File: src/rtl/cpu_pkg.sv
// Shared CPU front-end types and constants.
// Fetch FSM states, buffer entry layout, PC helpers.
package cpu_pkg;

  localparam int INST_W = 32;
  localparam int ADDR_W = 32;

  localparam logic [ADDR_W-1:0] RESET_PC_DEF = 32'h0000_0000;

  typedef enum logic [1:0] {
    IDLE,
    REQ,
    DISCARD
  } fetch_state_t;

  typedef struct packed {
    logic [ADDR_W-1:0] pc;
    logic [INST_W-1:0] inst;
  } fetch_entry_t;

  function automatic logic [ADDR_W-1:0] word_align(
    input logic [ADDR_W-1:0] a
  );
    return {a[ADDR_W-1:2], 2'b00};
  endfunction

endpackage

File: src/rtl/inst_fifo.sv
// Small instruction buffer of {pc, inst} entries.
// Flush beats push and pop; head reads as zero when empty.
module inst_fifo
  import cpu_pkg::*;
#(
  parameter int DEPTH = 2
) (
  input  logic                   clk,
  input  logic                   rst_n,
  input  logic                   push,
  input  logic                   pop,
  input  logic                   flush,
  input  fetch_entry_t           din,
  output logic [$clog2(DEPTH):0] count,
  output fetch_entry_t           head
);

  localparam int PTR_W = $clog2(DEPTH);
  localparam int CNT_W = PTR_W + 1;
  localparam logic [CNT_W-1:0] FULL = CNT_W'(DEPTH);

  fetch_entry_t     mem [DEPTH];
  logic [PTR_W-1:0] rd_ptr;
  logic [PTR_W-1:0] wr_ptr;
  logic             do_push;
  logic             do_pop;

  assign do_push = push && (count != FULL);
  assign do_pop  = pop && (count != '0);

  // Pointers and occupancy; flush empties in one cycle.
  always_ff @(posedge clk or negedge rst_n) begin
    if (!rst_n) begin
      rd_ptr <= '0;
      wr_ptr <= '0;
      count  <= '0;
    end else if (flush) begin
      rd_ptr <= '0;
      wr_ptr <= '0;
      count  <= '0;
    end else begin
      if (do_push) wr_ptr <= wr_ptr + 1'b1;
      if (do_pop)  rd_ptr <= rd_ptr + 1'b1;
      if (do_push && !do_pop)
        count <= count + 1'b1;
      else if (do_pop && !do_push)
        count <= count - 1'b1;
    end
  end

  // Entry storage needs no reset; empty head is masked.
  always_ff @(posedge clk) begin
    if (do_push && !flush) mem[wr_ptr] <= din;
  end

  assign head = (count != '0) ? mem[rd_ptr] : '0;

endmodule

File: src/rtl/instr_fetch_unit.sv
// Fetch stage: PC, imem req/ack, redirect handling.
// Feeds the decode stage from a small instruction buffer.
module instr_fetch_unit
  import cpu_pkg::*;
#(
  parameter logic [31:0] RESET_PC = RESET_PC_DEF,
  parameter int          DEPTH    = 2
) (
  input  logic        clk,
  input  logic        reset_n,
  output logic        imem_req,
  output logic [31:0] imem_addr,
  input  logic        imem_ack,
  input  logic [31:0] imem_rdata,
  input  logic        redirect_valid,
  input  logic [31:0] redirect_pc,
  output logic        inst_valid,
  input  logic        inst_ready,
  output logic [31:0] inst_data,
  output logic [31:0] inst_pc,
  output logic [31:0] inst_pc_plus4
);

  localparam int CNT_W = $clog2(DEPTH) + 1;
  localparam logic [CNT_W-1:0] FULL = CNT_W'(DEPTH);

  fetch_state_t     state;
  fetch_state_t     state_nx;
  logic [31:0]      fetch_pc;
  logic [31:0]      fetch_pc_nx;
  logic [31:0]      hold_addr;
  logic [31:0]      hold_addr_nx;
  logic             push;
  logic             pop;
  logic             flush;
  logic [CNT_W-1:0] count;
  logic [CNT_W-1:0] post_cnt;
  fetch_entry_t     head;
  fetch_entry_t     din;

  assign inst_valid = (count != '0);
  assign pop        = inst_valid && inst_ready;
  assign post_cnt   = count + CNT_W'(1) - CNT_W'(pop);
  assign din        = '{pc: fetch_pc, inst: imem_rdata};

  // State, fetch PC and the abandoned address.
  always_ff @(posedge clk or negedge reset_n) begin
    if (!reset_n) begin
      state     <= IDLE;
      fetch_pc  <= RESET_PC;
      hold_addr <= RESET_PC;
    end else begin
      state     <= state_nx;
      fetch_pc  <= fetch_pc_nx;
      hold_addr <= hold_addr_nx;
    end
  end

  // Next state; redirect wins over everything.
  always_comb begin
    state_nx     = state;
    fetch_pc_nx  = fetch_pc;
    hold_addr_nx = hold_addr;
    push         = 1'b0;
    flush        = 1'b0;
    if (redirect_valid) begin
      flush       = 1'b1;
      fetch_pc_nx = word_align(redirect_pc);
      if (state != IDLE && !imem_ack) begin
        state_nx = DISCARD;
        if (state == REQ) hold_addr_nx = fetch_pc;
      end else begin
        state_nx = IDLE;
      end
    end else begin
      unique case (state)
        IDLE: begin
          if (count < FULL) state_nx = REQ;
        end
        REQ: begin
          if (imem_ack) begin
            push        = 1'b1;
            fetch_pc_nx = fetch_pc + 32'd4;
            state_nx    = (post_cnt < FULL) ? REQ : IDLE;
          end
        end
        DISCARD: begin
          if (imem_ack) state_nx = IDLE;
        end
        default: state_nx = IDLE;
      endcase
    end
  end

  assign imem_req  = (state == REQ) || (state == DISCARD);
  assign imem_addr = (state == DISCARD) ? hold_addr : fetch_pc;

  inst_fifo #(
    .DEPTH(DEPTH)
  ) u_fifo (
    .clk  (clk),
    .rst_n(reset_n),
    .push (push),
    .pop  (pop),
    .flush(flush),
    .din  (din),
    .count(count),
    .head (head)
  );

  assign inst_data     = head.inst;
  assign inst_pc       = head.pc;
  assign inst_pc_plus4 = head.pc + 32'd4;

endmodule

File: config.mk
export PLATFORM = sky130hd
export DESIGN_NAME = instr_fetch_unit
export DESIGN_NICKNAME = d
export VERILOG_FILES = /design/src/rtl/cpu_pkg.sv /design/src/rtl/inst_fifo.sv /design/src/rtl/instr_fetch_unit.sv
export SDC_FILE = /design/constraint.sdc
export NUM_CORES = 1
export LEC_CHECK = 0
export CAP_MARGIN = 20
export CELL_PAD_IN_SITES_DETAIL_PLACEMENT = 0
export CELL_PAD_IN_SITES_GLOBAL_PLACEMENT = 1
export CORE_MARGIN = 2
export CORE_UTILIZATION = 46
export DETAILED_ROUTE_END_ITERATION = 8
export DONT_BUFFER_PORTS = 1
export PLACE_DENSITY = 0.88
export SKIP_LAST_GASP = 1
export SYNTH_ARGS = -nofsm -noshare
export SYNTH_HDL_FRONTEND = slang
export SYNTH_SLANG_ARGS = --single-unit
File: constraint.sdc
create_clock -name clk -period 6.1 [get_ports clk]
set_input_delay 1.83 -clock clk [delete_from_list [all_inputs] [get_ports clk]]
set_output_delay 1.83 -clock clk [all_outputs]
set_load 0.02 [all_outputs]
==> results_dict.tcl, run 1 <==
set metrics [dict create \
    status "complete, no violations" \
    most-common-layout-cells "124 x edfxtp_1, 84 x nor2_1, 65 x dfrtp_1" \
    synth_area_leader_cell "edfxtp_1" \
    worstPathRequired_ns 4.27 \
    firstDrtPassIters 5 \
    yosys.area_share.simple 0.132 \
    syn_area_per_cell_sq_um 12.5 \
    tns_ns 0 \
    finalHoldViolCount 0 \
    stdcell_count 991 \
    ys_ff_latch 190 \
    ir_drop_mv 0.199 \
    drive_above_1_share 0.163 \
    clk_pin_slew_ns 0.07 \
    rsz0062_at_grt "no" \
    avgRoutedWirePerCell_um 19.4 \
    crit_path_end_kind "output pin" \
    grt_pass1_wl_um 28600 \
    nets 788 \
    cts_tree "done" \
    slew_headroom 0.458 \
    synth_area_leaders "edfxtp_1 41%, dfrtp_1 18%, mux2i_1 7.1%" \
    initial_core_util 0.467 \
    n_antenna_cell 0 \
    area_delta_synth_final_pct 8.65 \
    antenna_found_initial 0 \
    drc 0 \
    clock_path_buffers 2 \
    wl_met1_um 8490 \
    crit_type "register to output pin" \
    drv_slew 0 \
    synth_top_area_frac 0.411 \
    fp.dieArea_sq_mm 0.0208 \
    final_common_cell "edfxtp_1" \
    cts_root_buf "clkbuf_16" \
    period_minus_slack_ns 5.34 \
    dp_hpwl_um 13600 \
    htreeDepth 4 \
    finalCritPeriodShare 0.876 \
    grt_start_max_net_pins 71 \
    io_pins 199 \
    portBuffers 0 \
    fp.dieH_um 144 \
    synth_flop_cell "edfxtp_1" \
    arrival_ns 3.51 \
    antenna_left 0 \
    core_sq_mm 0.0194 \
    grt.total_usage 0.183 \
    synth_xor_xnor_area_share 0.0600 \
    synth_edf_count 124 \
    cts_sinks 190 \
    start_kind "register" \
    hold_buffers 0 \
    synthArstFlopShare 0.347 \
    avgViaCountPerCell 5.50 \
    hp-class "register to register" \
    drt-initial-drc-count 390 \
    vias 5451 \
    cts_buffers 17 \
    die_x_um 144 \
    crit_fanout 40 \
    rows 51 \
    cts_setup_buffers 0 \
    drt_wl_total_um 19200 \
    whs_ns 0.502 \
    p_leak_nw 3.48 \
    power_density_mw_per_mm2 430 \
    ys_seq_area_frac 0.594 \
    first_global_vias 5360 \
    synth_top_family_by_area "multiplexers" \
    gr-total-overflow 0 \
    met2WireLength_um 9020 \
    max_freq_mhz 187 \
    tightestPinTransition_ns 0.814 \
    clock_skew_ns 0.00934 \
    syn_inst 726 \
    synth_warnings 0 \
    yosysUniqueCellTypes 49 \
    wl_met3_um 1440 \
    ctsResizeCount 0 \
    synth_area_sq_mm 0.00906 \
    max-cap-violations 0 \
    power_mw 4.23 \
    placed_cells 959 \
    setup_viol 0 \
    muxShareOfSynthArea 0.140 \
    clock_latency_ns 0.43 \
    top_layer "met4" \
    yosys.area_share.adder 0.00829 \
    synth-compound-area-share 0.0350 \
    gp_congestion 0.765 \
]
==> final cells by class <==
type                       count  area, sq um
clock buffer                  17          425
timing repair buffer           8         60.1
fill                        1680         9560
tap                          265          332
clock inverter                15          150
sequential                   190         5380
multi-input combinational    484         3450
inverter                      12         45.0
==> cells in the mapped netlist (8+ instances only) <==
master    instances
buf_2             8
nor2_1           84
nand3_1          28
inv_1            12
nand2_1          62
xnor2_1          30
mux2i_1          64
mux2_2           56
xor2_1           32
buf_4             8
dfrtp_1          66
nand3b_1         11
clkbuf_1         20
nand4_1          10
edfxtp_1        124
o21ai_0          34
==> registers in the layout, indices dropped and copies added, names as in the netlist <==
signal,cells
u_fifo.count,2
state,2
u_fifo.rd_ptr,1
u_fifo.mem,124
hold_addr,30
fetch_pc,30
u_fifo.wr_ptr,1
==> layer usage <==
layer | GRT usage | vias up
li1 | - | 2559
met1 | 0.242 | 2682
met2 | 0.288 | 185
met3 | 0.0533 | 25
met4 | 0.0659 | 0
met5 | 0 | -
==> path summary, 6_finish.rpt <==
path	endpoint	cells after the start	from	slack, ns
min reg2reg	hold_addr[12]$_DFFE_PN0P_	1	hold_addr[12]$_DFFE_PN0P_	0.50
min	hold_addr[12]$_DFFE_PN0P_	1	hold_addr[12]$_DFFE_PN0P_	0.50
max reg2reg	u_fifo.mem[0][28]$_DFFE_PP_	5	state[1]$_DFFE_PN0P_	3.17
min in group asynchronous	hold_addr[20]$_DFFE_PN0P_	0	reset_n	1.09
max in group asynchronous	u_fifo.rd_ptr$_DFFE_PN0P_	0	reset_n	4.86
max	inst_pc_plus4[29]	6	u_fifo.rd_ptr$_DFFE_PN0P_	0.76
==> logic make-up after synthesis <==
group                      after synthesis
xor gates and xnor gates                62
other                                    1
buffers and inverters                   57
DFF                                    190
AOI/OAI and AO/OA                       55
muxes                                  120
adders and majority gates                6
and+or+nand+nor                        235
==> per-stage QoR <==
stage,cell area (sq um),setup WS [ns],utilization
finish,9840,0.755,0.507
global route,9840,0.598,0.507
CTS,9840,0.763,0.507
detailed placement,9260,1.24,0.478
global placement,9260,1.32,0.478
floorplan,9080,0.779,-
==> power by group <==
group          switching, mW  internal, mW
Combinational           1.01         0.414
Clock                  0.526         0.546
Sequential             0.161          1.57
==> critical path: stages (launching register included) <==
cell     delay [ns]
dfrtp_4        0.76
buf_4          0.48
mux2i_1        0.17
nor2_1         0.56
nand4_1        0.27
nor3_1         0.37
xor2_1         0.42
(Power assumes the default switching activity.)
==> run 2, diff against run 1 <==
--- a/config.mk
+++ b/config.mk
@@ -12,6 +12,7 @@
 export CORE_UTILIZATION = 46
 export DETAILED_ROUTE_END_ITERATION = 8
 export DONT_BUFFER_PORTS = 1
+export HOLD_SLACK_MARGIN = 0.03
 export PLACE_DENSITY = 0.88
 export SKIP_LAST_GASP = 1
 export SYNTH_ARGS = -nofsm -noshare
==> results of run 2 <==
Same layout as run 1: the final DEF is identical, and so are final timing and power.
